`config.mk`:
```
export PLATFORM = sky130hd
export DESIGN_NAME = dram_axi_bridge
export DESIGN_NICKNAME = d
export VERILOG_FILES = /design/src/rtl/dram_axi_pkg.sv /design/src/rtl/dram_axi_bridge.sv
export SDC_FILE = /design/constraint.sdc
export NUM_CORES = 1
export LEC_CHECK = 0
export ABC_AREA = 1
export BUFFER_PORTS_ARGS = -buffer_cell sky130_fd_sc_hd__buf_2
export CAP_MARGIN = 20
export CORE_AREA = 5 5 199 201
export DETAILED_ROUTE_END_ITERATION = 12
export DIE_AREA = 0 0 204 206
export PLACE_DENSITY = 0.53
export SLEW_MARGIN = 25
export SYNTH_ARGS = -nofsm -noshare
export SYNTH_HDL_FRONTEND = slang
export SYNTH_SLANG_ARGS = --single-unit
export TNS_END_PERCENT = 100
```
`constraint.sdc`:
```
create_clock -name clk -period 1.4 [get_ports clk]
set_input_delay 0 -clock clk [delete_from_list [all_inputs] [get_ports clk]]
set_output_delay 0 -clock clk [all_outputs]
set_load 0.01 [all_outputs]
```
`src/rtl/dram_axi_pkg.sv`:
```
// Shared constants and state encoding for the CPU-to-MIG AXI4 bridge.
package dram_axi_pkg;

  typedef enum logic [2:0] {
    ST_IDLE,
    ST_WADDR,
    ST_WRESP,
    ST_RADDR,
    ST_RDATA
  } state_t;

  localparam logic [1:0] AXI_BURST_INCR = 2'b01;
  localparam logic [2:0] AXI_SIZE_4B    = 3'b010;
  localparam logic [3:0] AXI_CACHE_DEF  = 4'b0011;
  localparam logic [1:0] AXI_RESP_OKAY  = 2'b00;

  localparam int AXI_DATA_W = 128;
  localparam int AXI_STRB_W = 16;
  localparam int WORD_W     = 32;
  localparam int NUM_LANES  = AXI_DATA_W / WORD_W;

endpackage

```
`src/rtl/dram_axi_bridge.sv`:
```
// Single-outstanding, single-beat bridge from the CPU word interface to the
// MIG 128-bit AXI4 slave, steering the 32-bit word into its lane.
module dram_axi_bridge
  import dram_axi_pkg::*;
(
  input  logic                  clk,
  input  logic                  rst,
  input  logic                  dram_oe,
  input  logic [31:0]           dram_addr,
  input  logic [31:0]           dram_wdata,
  input  logic [3:0]            dram_we,
  output logic [31:0]           dram_rdata,
  output logic                  dram_valid,
  output logic                  dram_busy,
  output logic                  dram_err,
  output logic [31:0]           m_axi_awaddr,
  output logic [1:0]            m_axi_awburst,
  output logic [3:0]            m_axi_awcache,
  output logic [0:0]            m_axi_awid,
  output logic [7:0]            m_axi_awlen,
  output logic                  m_axi_awlock,
  output logic [2:0]            m_axi_awprot,
  output logic [3:0]            m_axi_awqos,
  output logic [3:0]            m_axi_awregion,
  output logic [2:0]            m_axi_awsize,
  output logic                  m_axi_awvalid,
  input  logic                  m_axi_awready,
  output logic [AXI_DATA_W-1:0] m_axi_wdata,
  output logic [AXI_STRB_W-1:0] m_axi_wstrb,
  output logic                  m_axi_wlast,
  output logic                  m_axi_wvalid,
  input  logic                  m_axi_wready,
  input  logic [0:0]            m_axi_bid,
  input  logic [1:0]            m_axi_bresp,
  input  logic                  m_axi_bvalid,
  output logic                  m_axi_bready,
  output logic [31:0]           m_axi_araddr,
  output logic [1:0]            m_axi_arburst,
  output logic [3:0]            m_axi_arcache,
  output logic [0:0]            m_axi_arid,
  output logic [7:0]            m_axi_arlen,
  output logic                  m_axi_arlock,
  output logic [2:0]            m_axi_arprot,
  output logic [3:0]            m_axi_arqos,
  output logic [3:0]            m_axi_arregion,
  output logic [2:0]            m_axi_arsize,
  output logic                  m_axi_arvalid,
  input  logic                  m_axi_arready,
  input  logic [AXI_DATA_W-1:0] m_axi_rdata,
  input  logic [0:0]            m_axi_rid,
  input  logic                  m_axi_rlast,
  input  logic [1:0]            m_axi_rresp,
  input  logic                  m_axi_rvalid,
  output logic                  m_axi_rready
);

  state_t      state;
  logic [31:2] addr_q;
  logic [1:0]  lane;
  logic [31:0] wdata_q;
  logic [3:0]  we_q;
  logic        aw_done, w_done;
  logic        aw_hs, w_hs, ar_hs;

  assign aw_hs = m_axi_awvalid & m_axi_awready;
  assign w_hs  = m_axi_wvalid  & m_axi_wready;
  assign ar_hs = m_axi_arvalid & m_axi_arready;

  // Every AXI payload field comes straight from a register that only
  // changes in IDLE, so it is stable for the whole time its valid is high.
  assign m_axi_awaddr   = {addr_q, 2'b00};
  assign m_axi_awburst  = AXI_BURST_INCR;
  assign m_axi_awcache  = AXI_CACHE_DEF;
  assign m_axi_awid     = '0;
  assign m_axi_awlen    = '0;
  assign m_axi_awlock   = 1'b0;
  assign m_axi_awprot   = '0;
  assign m_axi_awqos    = '0;
  assign m_axi_awregion = '0;
  assign m_axi_awsize   = AXI_SIZE_4B;
  assign m_axi_wlast    = 1'b1;

  assign m_axi_araddr   = {addr_q, 2'b00};
  assign m_axi_arburst  = AXI_BURST_INCR;
  assign m_axi_arcache  = AXI_CACHE_DEF;
  assign m_axi_arid     = '0;
  assign m_axi_arlen    = '0;
  assign m_axi_arlock   = 1'b0;
  assign m_axi_arprot   = '0;
  assign m_axi_arqos    = '0;
  assign m_axi_arregion = '0;
  assign m_axi_arsize   = AXI_SIZE_4B;

  // Word replicated across all lanes; only the addressed lane gets strobes.
  for (genvar i = 0; i < NUM_LANES; i++) begin : g_lane
    assign m_axi_wdata[WORD_W*i +: WORD_W] = wdata_q;
    assign m_axi_wstrb[4*i +: 4]           = (lane == 2'(i)) ? we_q : 4'b0000;
  end

  logic unused_ok;
  assign unused_ok = &{1'b0, m_axi_bid, m_axi_rid, m_axi_rlast, dram_addr[1:0]};

  always_ff @(posedge clk) begin
    if (rst) begin
      state         <= ST_IDLE;
      addr_q        <= '0;
      lane          <= '0;
      wdata_q       <= '0;
      we_q          <= '0;
      aw_done       <= 1'b0;
      w_done        <= 1'b0;
      m_axi_awvalid <= 1'b0;
      m_axi_wvalid  <= 1'b0;
      m_axi_bready  <= 1'b0;
      m_axi_arvalid <= 1'b0;
      m_axi_rready  <= 1'b0;
      dram_rdata    <= '0;
      dram_valid    <= 1'b0;
      dram_busy     <= 1'b0;
      dram_err      <= 1'b0;
    end else begin
      dram_valid <= 1'b0;
      case (state)
        ST_IDLE: begin
          if (dram_oe) begin
            addr_q    <= dram_addr[31:2];
            lane      <= dram_addr[3:2];
            wdata_q   <= dram_wdata;
            we_q      <= dram_we;
            dram_busy <= 1'b1;
            if (|dram_we) begin
              state         <= ST_WADDR;
              m_axi_awvalid <= 1'b1;
              m_axi_wvalid  <= 1'b1;
              aw_done       <= 1'b0;
              w_done        <= 1'b0;
            end else begin
              state         <= ST_RADDR;
              m_axi_arvalid <= 1'b1;
            end
          end
        end
        ST_WADDR: begin
          if (aw_hs) begin
            m_axi_awvalid <= 1'b0;
            aw_done       <= 1'b1;
          end
          if (w_hs) begin
            m_axi_wvalid <= 1'b0;
            w_done       <= 1'b1;
          end
          if ((aw_done | aw_hs) & (w_done | w_hs)) begin
            state        <= ST_WRESP;
            m_axi_bready <= 1'b1;
          end
        end
        ST_WRESP: begin
          if (m_axi_bvalid) begin
            m_axi_bready <= 1'b0;
            dram_busy    <= 1'b0;
            state        <= ST_IDLE;
            if (m_axi_bresp != AXI_RESP_OKAY) dram_err <= 1'b1;
          end
        end
        ST_RADDR: begin
          if (ar_hs) begin
            m_axi_arvalid <= 1'b0;
            m_axi_rready  <= 1'b1;
            state         <= ST_RDATA;
          end
        end
        ST_RDATA: begin
          if (m_axi_rvalid) begin
            m_axi_rready <= 1'b0;
            dram_rdata   <= m_axi_rdata[WORD_W*lane +: WORD_W];
            dram_valid   <= 1'b1;
            dram_busy    <= 1'b0;
            state        <= ST_IDLE;
            if (m_axi_rresp != AXI_RESP_OKAY) dram_err <= 1'b1;
          end
        end
        default: state <= ST_IDLE;
      endcase
    end
  end

endmodule
```
* After elaboration in Yosys (flattened, before gate mapping)
Index checks and enable logic that the tools add are counted.
Word-level totals: register bits after elaboration 113, logic and storage cells 105, output and inout port bits 309
Operators by class: equal/unequal tests 18, multiplexer cells 41, shifts and indexed selects 1, bitwise operators 7, reductions and logical operators 22
Operator list (count):
- variable part select 128 x 8 -> 32 bit | 1
- != test 2 bit (second input constant) | 11
- two-way mux 1 bit | 21
- two-way mux 4 bit | 4
- case mux 1 bit (2 select lines) | 8
- AND reduction 4 bit | 4
- two-way mux 3 bit | 5
- case mux 3 bit (5 select lines) | 1
- nonzero test 2 bit | 7
- AND reduction 5 bit | 2
- equality test 3 x 2 -> 1 bit (second input constant) | 2
- AND reduction 3 bit | 2
- bitwise AND 1 bit | 4
- equality test 2 bit (second input constant) | 2
- AND reduction 2 bit | 2
- OR reduction 4 bit | 1
- equality test 3 x 1 -> 1 bit (second input constant) | 1
- equality test 3 bit (second input constant) | 1
- logical NOT 3 bit | 1
- case mux 1 bit (3 select lines) | 1
- nonzero test 3 bit | 1
- equality test 2 x 1 -> 1 bit (second input constant) | 1
- logical NOT 2 bit | 1
- two-way mux 2 bit | 1
- 3 further kinds | 4

* Longest topological paths before layout
Gate-level depths: netlist of run 1.
depth in word-level cells 5, gate-level depth with buffers 9

* Least setup slack after synthesis of run 1
No wires, ideal clock.
path type flip-flop to flip-flop, start point register, netlist name addr_q[3], end point register dram_rdata[15], arrival 1.192 ns, stages on the path, launching flop included 7, path buffers 2, setup time 0.070 ns, setup slack 0.138 ns, cell sequence dfxtp_1 > buf_2 > clkinv_1 > clkbuf_1 > a21oi_1 > nor2_1 > a21oi_1
RTL lines:
- to (signal assigned) | line dram_axi_bridge.sv:175 | dram_rdata <= m_axi_rdata[WORD_W*lane +: WORD_W];
- to (decl) | line dram_axi_bridge.sv:12 | output logic [31:0] dram_rdata,

* Worst setup path after layout of run 1
start point register state[1], end point register dram_rdata[16]
Between the ends: longest elaborated chain between the ends 2
Ends and longest elaborated chain:
- from (decl) | line dram_axi_bridge.sv:57 | state_t state;
- from (signal assigned) | line dram_axi_bridge.sv:105 | state <= ST_IDLE;
- from (signal assigned) | line dram_axi_bridge.sv:132 | state <= ST_WADDR;
- from (signal assigned) | line dram_axi_bridge.sv:138 | state <= ST_RADDR;
- equality test 3 bit | line dram_axi_bridge.sv:123 | case (state)
- AND reduction 2 bit (no source line)
No other way between the ends. A chain may end at the register's enable or synchronous reset.

==> impl_metrics.toml, run 1 <==
[outcome]
outcome = "completed"

[flow_run]
drv_cap = 0

[worst_setup_path]
critPathLaunchType = "flop"
worst_setup_path_end_kind = "flop"
critPathMaxFanout = 8
reg2reg_slack_ns = 0.01
r2r-start = "state[1]"
rr_endpoint = "dram_rdata[16]"
critical_path_class = "reg -> reg"
critPathRequiredTime_ns = 1.70
worstRegToRegCells = 8
critPathArrivalTime_ns = 1.69

[placement]
dp_hpwl_um = 20200
io_buffers = 449
place_congestion = 0.843

[floorplan]
rows = 71
initial_core_util_pct = 17.3
die_w_um = 204
ioPinCount = 520
die_area_um2 = 42000
core_um2 = 37400
die_height_um = 206

[finish]
area_delta_synth_final_pct = 54.4
post-route-util_pct = 26.7
drive_above_1_share_pct = 40.8
layout_common_cells = "449 x buf_2, 274 x nand2_1, 167 x a21oi_1"
final_nets = 1577
n_fill_cell = 4115
final_common_cell = "buf_2"
antenna_cells = 0

[drt]
dr.pass1.iters = 5
via_per_inst = 3.92
drc = 0
finalWirelength_um = 29500
drtIter0Drc = 497
wl_met1_um = 12700
highest_layer = "met4"
num_vias = 7374
wl_per_cell_um = 15.7
antenna_left = 0
wl_met2_um = 14400
dr_wl_met3_um = 2050

[clock_network]
numCtsBuffers = 9
clock-root-buffer = "clkbuf_16"
clk_latency_ns = 0.37
cts_num_sinks = 111
cts_tree = "built"
clkSlewWorstSetupHoldPaths_ns = 0.08
clockBufferDepth = 2
htreeDepth = 3

[power]
p_per_area_nw_per_um2 = 960
peakVddDrop_mv = 0.537
p_leak_nw = 5.20

[global_route]
grt_pass1_vias = 6689
grt_pass1_wl_um = 38300
antenna_found_initial = 0
grt_util_all_layers_pct = 11.7
grt_max_degree = 61
grt_overflow_total = 0

[sta]
min_period_over_period_pct = 99.3
fin_crit_ns = 1.39
setup_violations = 0
slew_violations = 0
grt_setup_unrepaired = "yes"
setup_tns_ns = 0
skew_ns = 0.0101
fmax_mhz = 720
hold_violations = 0
hold_slack_ns = 0.0384

[logic_synthesis]
ys_top_cells_by_area = "dfxtp_1 34%, buf_4 23%, nand2_1 16%"
ys_ff_latch = 111
syn_area_um2 = 6480
postSynthAreaPerCell_um2 = 6.80
seq_area_frac_synth_pct = 34.3
synthDominantCellAreaShare_pct = 34.3
synth_warnings = 0
ys_types = 20
yosys.area.top_type = "dfxtp_1"
netlist_instances = 952

[worst_hold_path]
hold_path_class = "in -> reg"
hp-start = "m_axi_rdata[72]"
whs_endpoint = "dram_rdata[8]"
whs_path_depth = 5
-- synthesized netlist by cell type --
| library cell | number |
|---|---|
| nor2_4 | 1 |
| clkbuf_1 | 21 |
| buf_4 | 199 |
| dfxtp_1 | 111 |
| nand2_1 | 279 |
| buf_6 | 3 |
| o21ai_1 | 23 |
| buf_2 | 22 |
| inv_1 | 20 |
| conb_1 | 2 |
| and2_0 | 1 |
| nand2_2 | 1 |
| o21ai_0 | 19 |
| nand3_1 | 8 |
| clkinv_1 | 1 |
| a21oi_1 | 173 |
| nor2_2 | 3 |
| nor2_1 | 62 |
| inv_2 | 2 |
| or2_2 | 1 |
-- what timing repair did --
action | CTS | global route
gates cloned | 6 | 10
setup buffers | 9 | 5
endpoints found under the setup margin | 107 | 110
hold buffers | 83 | 0
hold endpoints to repair | 78 | 0
gates resized for setup | 19 | 55
pin swaps | 1 | 3
-- how the worst max path moves through the flow --
stage                     startpoint              to  slack [ns]
after floorplan            addr_q[3]  dram_rdata[15]        0.14
after global routing        state[1]  dram_rdata[13]       -0.09
final                       state[1]  dram_rdata[16]        0.01
after detailed placement    state[0]     wdata_q[21]       -0.11
after CTS                   state[2]     wdata_q[23]       -0.02
after global placement      state[2]     wdata_q[23]       -0.06
-- sequential cells by signal, indices dropped and copies added, names as in the netlist --
name           count
state              3
m_axi_arvalid      1
wdata_q           32
m_axi_bready       1
m_axi_awvalid      1
dram_valid         1
dram_err           1
dram_rdata        32
w_done             1
aw_done            1
dram_busy          1
addr_q            30
m_axi_wvalid       1
we_q               4
m_axi_rready       1
-- layout make-up --
class | instances | area, um^2 | area share, %
clock inverters | 2 | 13.8 | 0.138
clock buffers | 14 | 274 | 2.74
flip-flops and latches | 111 | 2230 | 22.3
well taps | 511 | 639 | 6.39
inverters | 23 | 111 | 1.11
multi-input cells | 636 | 2820 | 28.2
repair buffers | 585 | 3910 | 39.1
-- power breakdown --
part	internal [mW]	leakage (nW)	switching (mW)
combinational	1.49	4.15	1.91
sequential	3.38	0.909	0.234
clock	1.36	0.143	1.22
total	6.23	5.20	3.37
-- metal layers --
| layer | vias to the layer above | global-route usage (%) |
|---|---|---|
| li1 | 3603 | - |
| met1 | 3455 | 15.4 |
| met2 | 300 | 19.8 |
| met3 | 16 | 2.67 |
| met4 | 0 | 2.70 |
| met5 | - | 0 |
-- stage by stage --
stage	total power, mW	setup WS, ns	cells	instance area, um^2
global route	10.2	-0.0869	1882	10000
finish	9.60	0.0104	1882	10000
global placement	6.44	-0.0648	1755	8190
floorplan	5.68	0.138	1015	6710
CTS	9.58	-0.0198	1869	9640
detailed placement	6.45	-0.112	1755	8190
-- worst max-delay path: stages (launching register included) --
cell     delay (ns)
dfxtp_2        0.33
buf_6          0.12
nor2_4         0.12
nand2_2        0.08
nor2_4         0.14
buf_12         0.15
buf_6          0.16
o21ai_0        0.09
a21oi_1        0.12
-- cells by family after synthesis --
group / after synthesis / synth area share, %
and+or+nand+nor: 356 / 21.1
buffers and inverters: 268 / 27.8
AOI/OAI and AO/OA: 215 / 16.6
DFF: 111 / 34.3
other: 2 / 0.116
No activity file was read; power rests on OpenSTA's default activity.
==> run 2, diff against run 1 <==
Settings changed: BUFFER_PORTS_ARGS -buffer_cell sky130_fd_sc_hd__buf_2 to -buffer_cell sky130_fd_sc_hd__clkbuf_2.
==> run 2 against run 1 <==
The run now ends with setup timing left. Global-route usage rose by 0.69 points. Register-to-register slack got worse by 0.03 ns. Cell area rose by 3.4%. Routed wire length rose by 1.4%. Non-clock buffer count rose by 40. Critical path type unchanged. Largest cell class unchanged. Highest routed layer unchanged.
==> impl_metrics.toml, run 2 (synthesis gave the netlist of run 1 again) <==
[outcome]
outcome = "finished, violations left"
violations = "setup timing"

[sta]
grt_setup_unrepaired = "yes"
slew_violations = 0
fin_crit_ns = 1.42
setup_violations = 9
hold_slack_ns = 0.0305
min_period_over_period_pct = 101
skew_ns = 0.0165
fmax_mhz = 706
setup_ws_ns = -0.0159
hold_violations = 0

[worst_setup_path]
critPathLaunchType = "flop"
critical_path_class = "reg -> reg"
critPathArrivalTime_ns = 1.67
crit_path_cell_trace = "buf_6 > nor2_4 > nand2_2 > nor2_4 > buf_12 > buf_12 > clkbuf_16 > a21oi_2"
critPathMaxFanout = 8
timing.critical_path.buf_inv = 4
critPathRequiredTime_ns = 1.65
crit_slowest_cell = "dfxtp_2"
path_delay_family = "buffers and inverters"
worst_setup_path_end_kind = "flop"
max_stage_delay_ns = 0.33

[finish]
layout_common_cells = "444 x clkbuf_2, 273 x nand2_1, 160 x a21oi_1"
n_fill_cell = 4071
final_nets = 1617
reg_top3 = "dram_rdata (32), wdata_q (32), addr_q (30)"
multiInputGateArea_um2 = 2810
antenna_cells = 0
drive_above_1_share_pct = 39.9
regArea_um2 = 2230
final_common_cell = "clkbuf_2"
area_delta_synth_final_pct = 59.6

[placement]
place_congestion = 0.843
dp_hpwl_um = 20300
io_buffers = 449

[clock_network]
clkSlewWorstSetupHoldPaths_ns = 0.07
cts_num_sinks = 111
clk_latency_ns = 0.38
numCtsBuffers = 9
clock-root-buffer = "clkbuf_16"
htreeDepth = 3
clockBufferDepth = 2
cts_tree = "built"

[power]
peakVddDrop_mv = 0.480
p_leak_nw = 5.23
power_mw = 9.68
p_per_area_nw_per_um2 = 937

[floorplan]
initial_core_util_pct = 17.3
core_um2 = 37400
die_area_um2 = 42000
ioPinCount = 520
die_w_um = 204
die_height_um = 206
rows = 71

[drt]
dr.pass1.iters = 5
drc = 0
via_per_inst = 3.90
antenna_left = 0
num_vias = 7495
drtIter0Drc = 384
finalWirelength_um = 29900
wl_per_cell_um = 15.6

[global_route]
grt_util_all_layers_pct = 12.4
grt_overflow_total = 0
grt_pass1_vias = 6959
grt_max_degree = 61
antenna_found_initial = 2
grt_pass1_wl_um = 40200

[worst_hold_path]
hold_path_class = "in -> reg"

[flow_run]
drv_cap = 0
-- run 2: cell count changes in the layout (fill, tap and decap cells not counted), moves of 7 or more --
cell and delta:
o21ai_2 -12, clkbuf_2 +444, a21oi_1 -7, buf_4 +8, dlygate4sd3_1 +34, buf_2 -444
o21ai_0 +10, a21oi_2 +7
-- run 2: timing repair --
item,in CTS,in global routing
hold buffers,117,0
buffers inserted,16,4
resized for setup,21,46
pin swaps,0,12
endpoints found under the hold margin,87,0
gates cloned,8,5
setup endpoints to repair,104,105
-- run 2: worst register-to-register path, delay by kind of cell (launching register included) --
kind | cells | cell delay [ns]
DFF | 1 | 0.33
and+or+nand+nor | 3 | 0.32
buffers and inverters | 4 | 0.58
AOI/OAI and AO/OA | 1 | 0.06
-- run 2: per-stage QoR --
step | util [%] | setup TNS [ns] | setup slack, ns | instances | instance area (um^2)
after floorplan | - | 0 | 0.138 | 1015 | 6710
after global placement | 22.0 | -2.36 | -0.0590 | 1758 | 8230
after detailed placement | 22.0 | -5.28 | -0.112 | 1758 | 8230
after CTS | 27.1 | -0.340 | -0.0308 | 1914 | 10100
after global routing | 27.6 | -1.97 | -0.0936 | 1921 | 10300
final | 27.6 | -0.0923 | -0.0159 | 1921 | 10300
-- run 2: cell type report --
cell class                 count  area share (%)
timing repair buffer         625            41.4
clock buffer                  12            2.38
inverter                      23            1.08
clock inverter                 3           0.182
multi-input combinational    636            27.2
sequential                   111            21.6
tap                          511            6.18
-- run 2: worst paths after layout --
path	start	end	slack [ns]	cells past startpoint
max	state[1]	dram_rdata[0]	-0.02	8
max reg2reg	state[1]	dram_rdata[0]	-0.02	8
min	m_axi_rdata[89]	dram_rdata[25]	0.03	5
min reg2reg	aw_done	aw_done	0.46	2
-- run 2: report_power, final --
part           internal [mW]  switching [mW]
Combinational           1.59            1.98
Clock                   1.25            1.24
Sequential              3.38           0.242
Total                   6.23            3.46
-- run 2: layer usage --
metal,track usage (%),share of wire [%],up-vias
li1,-,-,3680
met1,15.8,41,3477
met2,20.8,50,311
met3,2.93,7.4,27
met4,4.09,1.6,0
met5,0,0,-
